--- src/rtl/vga_rx_capture.sv ---
`timescale 1ns/1ps
// vga_rx_capture: receiving end of the VGA link. Recovers the active-area pixel
// stream (pi_flag/pi_data style) and checks line/frame timing, emitting only while locked.
module vga_rx_capture #(
    parameter int H_SYNC   = 96,
    parameter int H_PRE    = 48,
    parameter int H_VALID  = 640,
    parameter int H_TOTAL  = 800,
    parameter int V_SYNC   = 2,
    parameter int V_PRE    = 33,
    parameter int V_VALID  = 480,
    parameter int V_TOTAL  = 525,
    parameter bit SYNC_POL = 1'b1
) (
    input  logic       vga_clk,
    input  logic       sys_rst_n,
    input  logic       hsync,
    input  logic       vsync,
    input  logic [7:0] rgb,
    output logic       po_flag,
    output logic [7:0] po_data,
    output logic [9:0] po_x,
    output logic [9:0] po_y,
    output logic       frame_start,
    output logic       locked,
    output logic       timing_err,
    output logic [1:0] state_dbg
);

    localparam logic [1:0] S_IDLE = 2'd0;
    localparam logic [1:0] S_SYNC = 2'd1;
    localparam logic [1:0] S_LOCK = 2'd2;

    localparam logic [10:0] CNT_MAX = 11'h7ff;
    localparam logic [10:0] H_LAST  = 11'(H_TOTAL - 1);
    localparam logic [10:0] H_BEG   = 11'(H_SYNC + H_PRE);
    localparam logic [10:0] H_END   = 11'(H_SYNC + H_PRE + H_VALID - 1);
    localparam logic [10:0] V_LAST  = 11'(V_TOTAL - 1);
    localparam logic [10:0] V_BEG   = 11'(V_SYNC + V_PRE);
    localparam logic [10:0] V_END   = 11'(V_SYNC + V_PRE + V_VALID - 1);

    logic       hs_in, vs_in;
    logic       s1_h, s1_v, s2_h, s2_v;
    logic [7:0] s1_rgb, s2_rgb;
    logic       h_rise, v_rise;
    logic [10:0] h_cnt, v_cnt;
    logic [1:0] state, state_nxt;
    logic       viol_h_early, viol_h_late, viol_v_early, viol_v_late, viol;
    logic       h_act, v_act, flag_nxt;
    logic [9:0] x_nxt, y_nxt;

    // Syncs are normalised on entry so everything downstream sees 1 = pulse.
    assign hs_in = SYNC_POL ? hsync : ~hsync;
    assign vs_in = SYNC_POL ? vsync : ~vsync;

    always_ff @(posedge vga_clk) begin
        if (!sys_rst_n) begin
            s1_h   <= 1'b0;
            s1_v   <= 1'b0;
            s2_h   <= 1'b0;
            s2_v   <= 1'b0;
            s1_rgb <= '0;
            s2_rgb <= '0;
        end else begin
            s1_h   <= hs_in;
            s1_v   <= vs_in;
            s2_h   <= s1_h;
            s2_v   <= s1_v;
            s1_rgb <= rgb;
            s2_rgb <= s1_rgb;
        end
    end

    assign h_rise = s1_h & ~s2_h;
    assign v_rise = s1_v & ~s2_v;

    // Counters reload on the edge seen in s1, so after the update they line up with s2_rgb.
    always_ff @(posedge vga_clk) begin
        if (!sys_rst_n) begin
            h_cnt <= '0;
            v_cnt <= '0;
        end else begin
            if (h_rise)
                h_cnt <= '0;
            else if (h_cnt != CNT_MAX)
                h_cnt <= h_cnt + 11'd1;

            if (v_rise)
                v_cnt <= '0;
            else if (h_rise && (v_cnt != CNT_MAX))
                v_cnt <= v_cnt + 11'd1;
        end
    end

    assign viol_h_early = h_rise & (state != S_IDLE) & (h_cnt != H_LAST);
    assign viol_h_late  = ~h_rise & (h_cnt == H_LAST);
    assign viol_v_early = v_rise & (state == S_LOCK) & (v_cnt != V_LAST);
    assign viol_v_late  = h_rise & ~v_rise & (v_cnt == V_LAST);
    assign viol         = viol_h_early | viol_h_late | viol_v_early | viol_v_late;

    // A violation outranks a coincident v_rise; a short frame in S_SYNC only restarts the measurement.
    always_comb begin
        state_nxt = state;
        case (state)
            S_IDLE: begin
                if (v_rise)
                    state_nxt = S_SYNC;
            end
            S_SYNC: begin
                if (viol)
                    state_nxt = S_IDLE;
                else if (v_rise && (v_cnt == V_LAST))
                    state_nxt = S_LOCK;
            end
            S_LOCK: begin
                if (viol)
                    state_nxt = S_IDLE;
            end
            default: state_nxt = S_IDLE;
        endcase
    end

    assign h_act    = (h_cnt >= H_BEG) && (h_cnt <= H_END);
    assign v_act    = (v_cnt >= V_BEG) && (v_cnt <= V_END);
    assign flag_nxt = (state_nxt == S_LOCK) & h_act & v_act;
    assign x_nxt    = h_cnt[9:0] - H_BEG[9:0];
    assign y_nxt    = v_cnt[9:0] - V_BEG[9:0];

    always_ff @(posedge vga_clk) begin
        if (!sys_rst_n) begin
            state       <= S_IDLE;
            locked      <= 1'b0;
            timing_err  <= 1'b0;
            po_flag     <= 1'b0;
            po_data     <= '0;
            po_x        <= '0;
            po_y        <= '0;
            frame_start <= 1'b0;
        end else begin
            state       <= state_nxt;
            locked      <= (state_nxt == S_LOCK);
            timing_err  <= viol;
            po_flag     <= flag_nxt;
            po_data     <= flag_nxt ? s2_rgb : 8'd0;
            po_x        <= flag_nxt ? x_nxt : 10'd0;
            po_y        <= flag_nxt ? y_nxt : 10'd0;
            frame_start <= flag_nxt & (x_nxt == 10'd0) & (y_nxt == 10'd0);
        end
    end

    assign state_dbg = state;

endmodule

--- config.mk ---
export PLATFORM = sky130hd
export DESIGN_NAME = vga_rx_capture
export DESIGN_NICKNAME = d
export VERILOG_FILES = /design/src/rtl/vga_rx_capture.sv
export SDC_FILE = /design/constraint.sdc
export NUM_CORES = 1
export LEC_CHECK = 0
export ABC_AREA = 1
export CELL_PAD_IN_SITES_DETAIL_PLACEMENT = 0
export CELL_PAD_IN_SITES_GLOBAL_PLACEMENT = 1
export CORE_AREA = 3 3 85 104
export CTS_BUF_LIST = sky130_fd_sc_hd__clkbuf_4 sky130_fd_sc_hd__clkbuf_8
export DETAILED_ROUTE_END_ITERATION = 6
export DIE_AREA = 0 0 88 107
export PLACE_DENSITY = 0.95
export SLEW_MARGIN = 20
export SYNTH_ARGS = -nofsm -noshare
export SYNTH_HDL_FRONTEND = slang
export SYNTH_SLANG_ARGS = --single-unit
--- constraint.sdc ---
create_clock -name vga_clk -period 4 [get_ports vga_clk]
set_input_delay 0.8 -clock vga_clk [delete_from_list [all_inputs] [get_ports vga_clk]]
set_output_delay 0.8 -clock vga_clk [all_outputs]
set_load 0.01 [all_outputs]
==> run metrics <==
status completed; vias in the first global route 2700; crit path buf inv count 4; Worst path max stage delay 0.67 ns; DR vias/cell 4.706; commonest non-fill, non-tap cell in the layout nand2_1; Area contributors post-synth dfxtp_1, nand2_1, inv_1; share of the synthesized area in the top cell type 0.4396; crit end category register; Levels on crit path 11; Clock Tree Buf Depth 2; HP Class reg -> reg; largest area contributor in the netlist dfxtp_1; Yosys cell types 26; CORE AREA 0.007973 mm²; Vias 2899; layout overhead on the synthesized area 19.60%; clk sinks 76; root buffer cell clkbuf_8; total CTS buffers 9; Starting DRT DRC Count 128; Layout fillers 744; most frequent cells in the layout nand2_1, inv_1, dfxtp_1, clkdlybuf4s50_1, nor2_1; final hold vios 0; hold bufs inserted after CTS 0; All-Layer GR Usage 0.1645; leak pwr 1.911 nW; pwr dens 354.7 mW/mm²; unrepaired setup endpoints after global routing no; DR pass1 iterations 4; Avg Inst Size Synth 7.348 µm²; Hold Path Depth 2; Port-buffer cells 45; sequential area share after synthesis 0.4396; critical path's top delay family simple AND/OR/NAND/NOR gates; synthesized area 0.003461 mm²; boundary pin count 46; share of post-route cells with drive strength above 1 0.1228; routability congestion estimate 0.8899; final WL 7.104 mm; Layout Cells excl Fill 616; Starting Density 0.4341; area occupied by multi-input gates 0.001503 mm²; number of max-cap violations 0; Register-to-Register Path Depth 11; GRT Residual Overflow 0; f_max 439.9 MHz; slew margin rel. 0.3752; CTS clk-pin slew, worst paths 0.09 ns; CP max stage cell nand2_2; H-tree depth 3; first-pass GRT wire length 12.02 mm; post-cts gate resize count 0; Post-Syn Nets 493; critical-path cell list inv_1 -> ha_1 -> inv_1 -> nor3_1 -> nand3_1 -> nand2_1 -> clkinv_1 -> nand2_2 -> nor2_2 -> nand2_2 -> inv_1; ANT cells 0; Top cell by count, worst path inv_1; synthesized instance count 471; placed insts 600; Core Rows 36; Die Span X 88 µm; Antenna Nets Post-Route 0; DP HPWL 5.401 mm; Sequential Area 0.001521 mm²; max-slew violation count 0; Tot Pwr 1.468 mW; Final min period 2.273 ns; CP required 4.21 ns; Worst setup SP type register; CP Data Arrival Time 2.49 ns; fin nets 538; Worst Skew 0.005839 ns; peak supply drop 0.3570 mV; Critical Setup Path Class reg -> reg; detailed-route DRC error count 0; initial antenna violation count 0; # setup viols final 0; die area 0.009416 mm²; crit-path max FO 30; Fin Setup TNS 0 ns; synthesized flop and latch total 76; Ys Warns 0; largest net degree at the start of global routing 31; post-CTS setup buffer count 0; worst-skew pair later-pin latency 0.35 ns; worst slew pin tran 0.9339 ns; Die Y 107 µm; WL/cell 11.53 µm; CTS tree done; post-route clock period utilization 0.5683
## worst paths after layout
kind	endpoint	slack, ns	startpoint
worst max-delay path	po_flag$_SDFF_PN0_	1.73	h_cnt[5]$_SDFFE_PP0P_
worst min-delay path	s2_rgb[7]$_SDFF_PN0_	0.42	s1_rgb[7]$_SDFF_PN0_
worst max register to register	po_flag$_SDFF_PN0_	1.73	h_cnt[5]$_SDFFE_PP0P_
worst min register to register	s2_rgb[7]$_SDFF_PN0_	0.42	s1_rgb[7]$_SDFF_PN0_
## area by class of cell
type                    count  share of cell area
flip-flops and latches     76              0.3676
multi-input cells         296              0.3631
repair buffers             46              0.1106
inverters                  87             0.07890
clock buffers               9             0.02993
well taps                  95             0.02872
clock inverters             7             0.02116
## Yosys cell counts
| cell type | count |
|---|---|
| nand2_2 | 5 |
| buf_2 | 1 |
| nand2_1 | 107 |
| ha_1 | 10 |
| o21a_1 | 1 |
| buf_4 | 1 |
| a21oi_1 | 20 |
| inv_1 | 83 |
| inv_2 | 3 |
| nor2_2 | 33 |
| and2_1 | 1 |
| nor3_1 | 12 |
| nor2_4 | 4 |
| a31oi_1 | 2 |
| xnor2_1 | 1 |
| o31ai_1 | 1 |
| o21ai_0 | 12 |
| nand3_1 | 33 |
| nor2_1 | 38 |
| buf_6 | 8 |
| nand4_1 | 8 |
| clkinv_1 | 1 |
| clkbuf_1 | 2 |
| xor2_1 | 6 |
| dfxtp_1 | 76 |
| nand3_2 | 2 |
## report_power, final
part           switching (mW)  internal (mW)
combinational          0.0410         0.0272
clock                   0.316          0.304
sequential            0.00944          0.770
## metrics by stage
stage          hold slack, ns  utilization  setup WS (ns)  area, µm²
2_1_floorplan          0.3905            -          2.405       3461
3_3_place_gp           0.3949       0.4926          1.466       3928
3_5_place_dp           0.3994       0.4926          1.403       3928
4_1_cts                0.4204       0.5191          1.704       4139
5_1_grt                0.4408       0.5191          1.398       4139
6_report               0.4153       0.5191          1.727       4139
## kinds of logic (layout without fill, tap and decap cells)
group / count (synthesis) / in the layout / share of synthesized area
buffers and inverters: 99 / 149 / 0.1262
and+or+nand+nor: 243 / 243 / 0.3261
xor gates and xnor gates: 7 / 7 / 0.01772
DFF: 76 / 76 / 0.4396
adders and majority gates: 10 / 10 / 0.03615
AOI/OAI and AO/OA: 36 / 36 / 0.05423
## sequential cells by signal, indices dropped and copies added, names as in the netlist
| name | cells |
|---|---|
| locked | 1 |
| po_flag | 1 |
| s2_v | 1 |
| s1_v | 1 |
| s2_rgb | 8 |
| po_y | 10 |
| po_x | 10 |
| frame_start | 1 |
| state_dbg | 2 |
| s1_h | 1 |
| h_cnt | 11 |
| po_data | 8 |
| timing_err | 1 |
| v_cnt | 11 |
| s2_h | 1 |
| s1_rgb | 8 |
## worst register-to-register path, delay by kind of cell (launching register included)
kind,cells,cell delay [ns]
buf+inv,4,0.38
fa+ha+maj,1,0.19
flops,1,0.37
simple gates,6,1.20
## routing by layer
layer | up-vias | share of wire | track usage
met5 | - | 0 | 0
met4 | 0 | 0.022 | 0.06360
met3 | 12 | 0.040 | 0.04996
li1 | 1523 | - | -
met2 | 60 | 0.51 | 0.2866
met1 | 1304 | 0.43 | 0.1844
(Power assumes the default switching activity.)
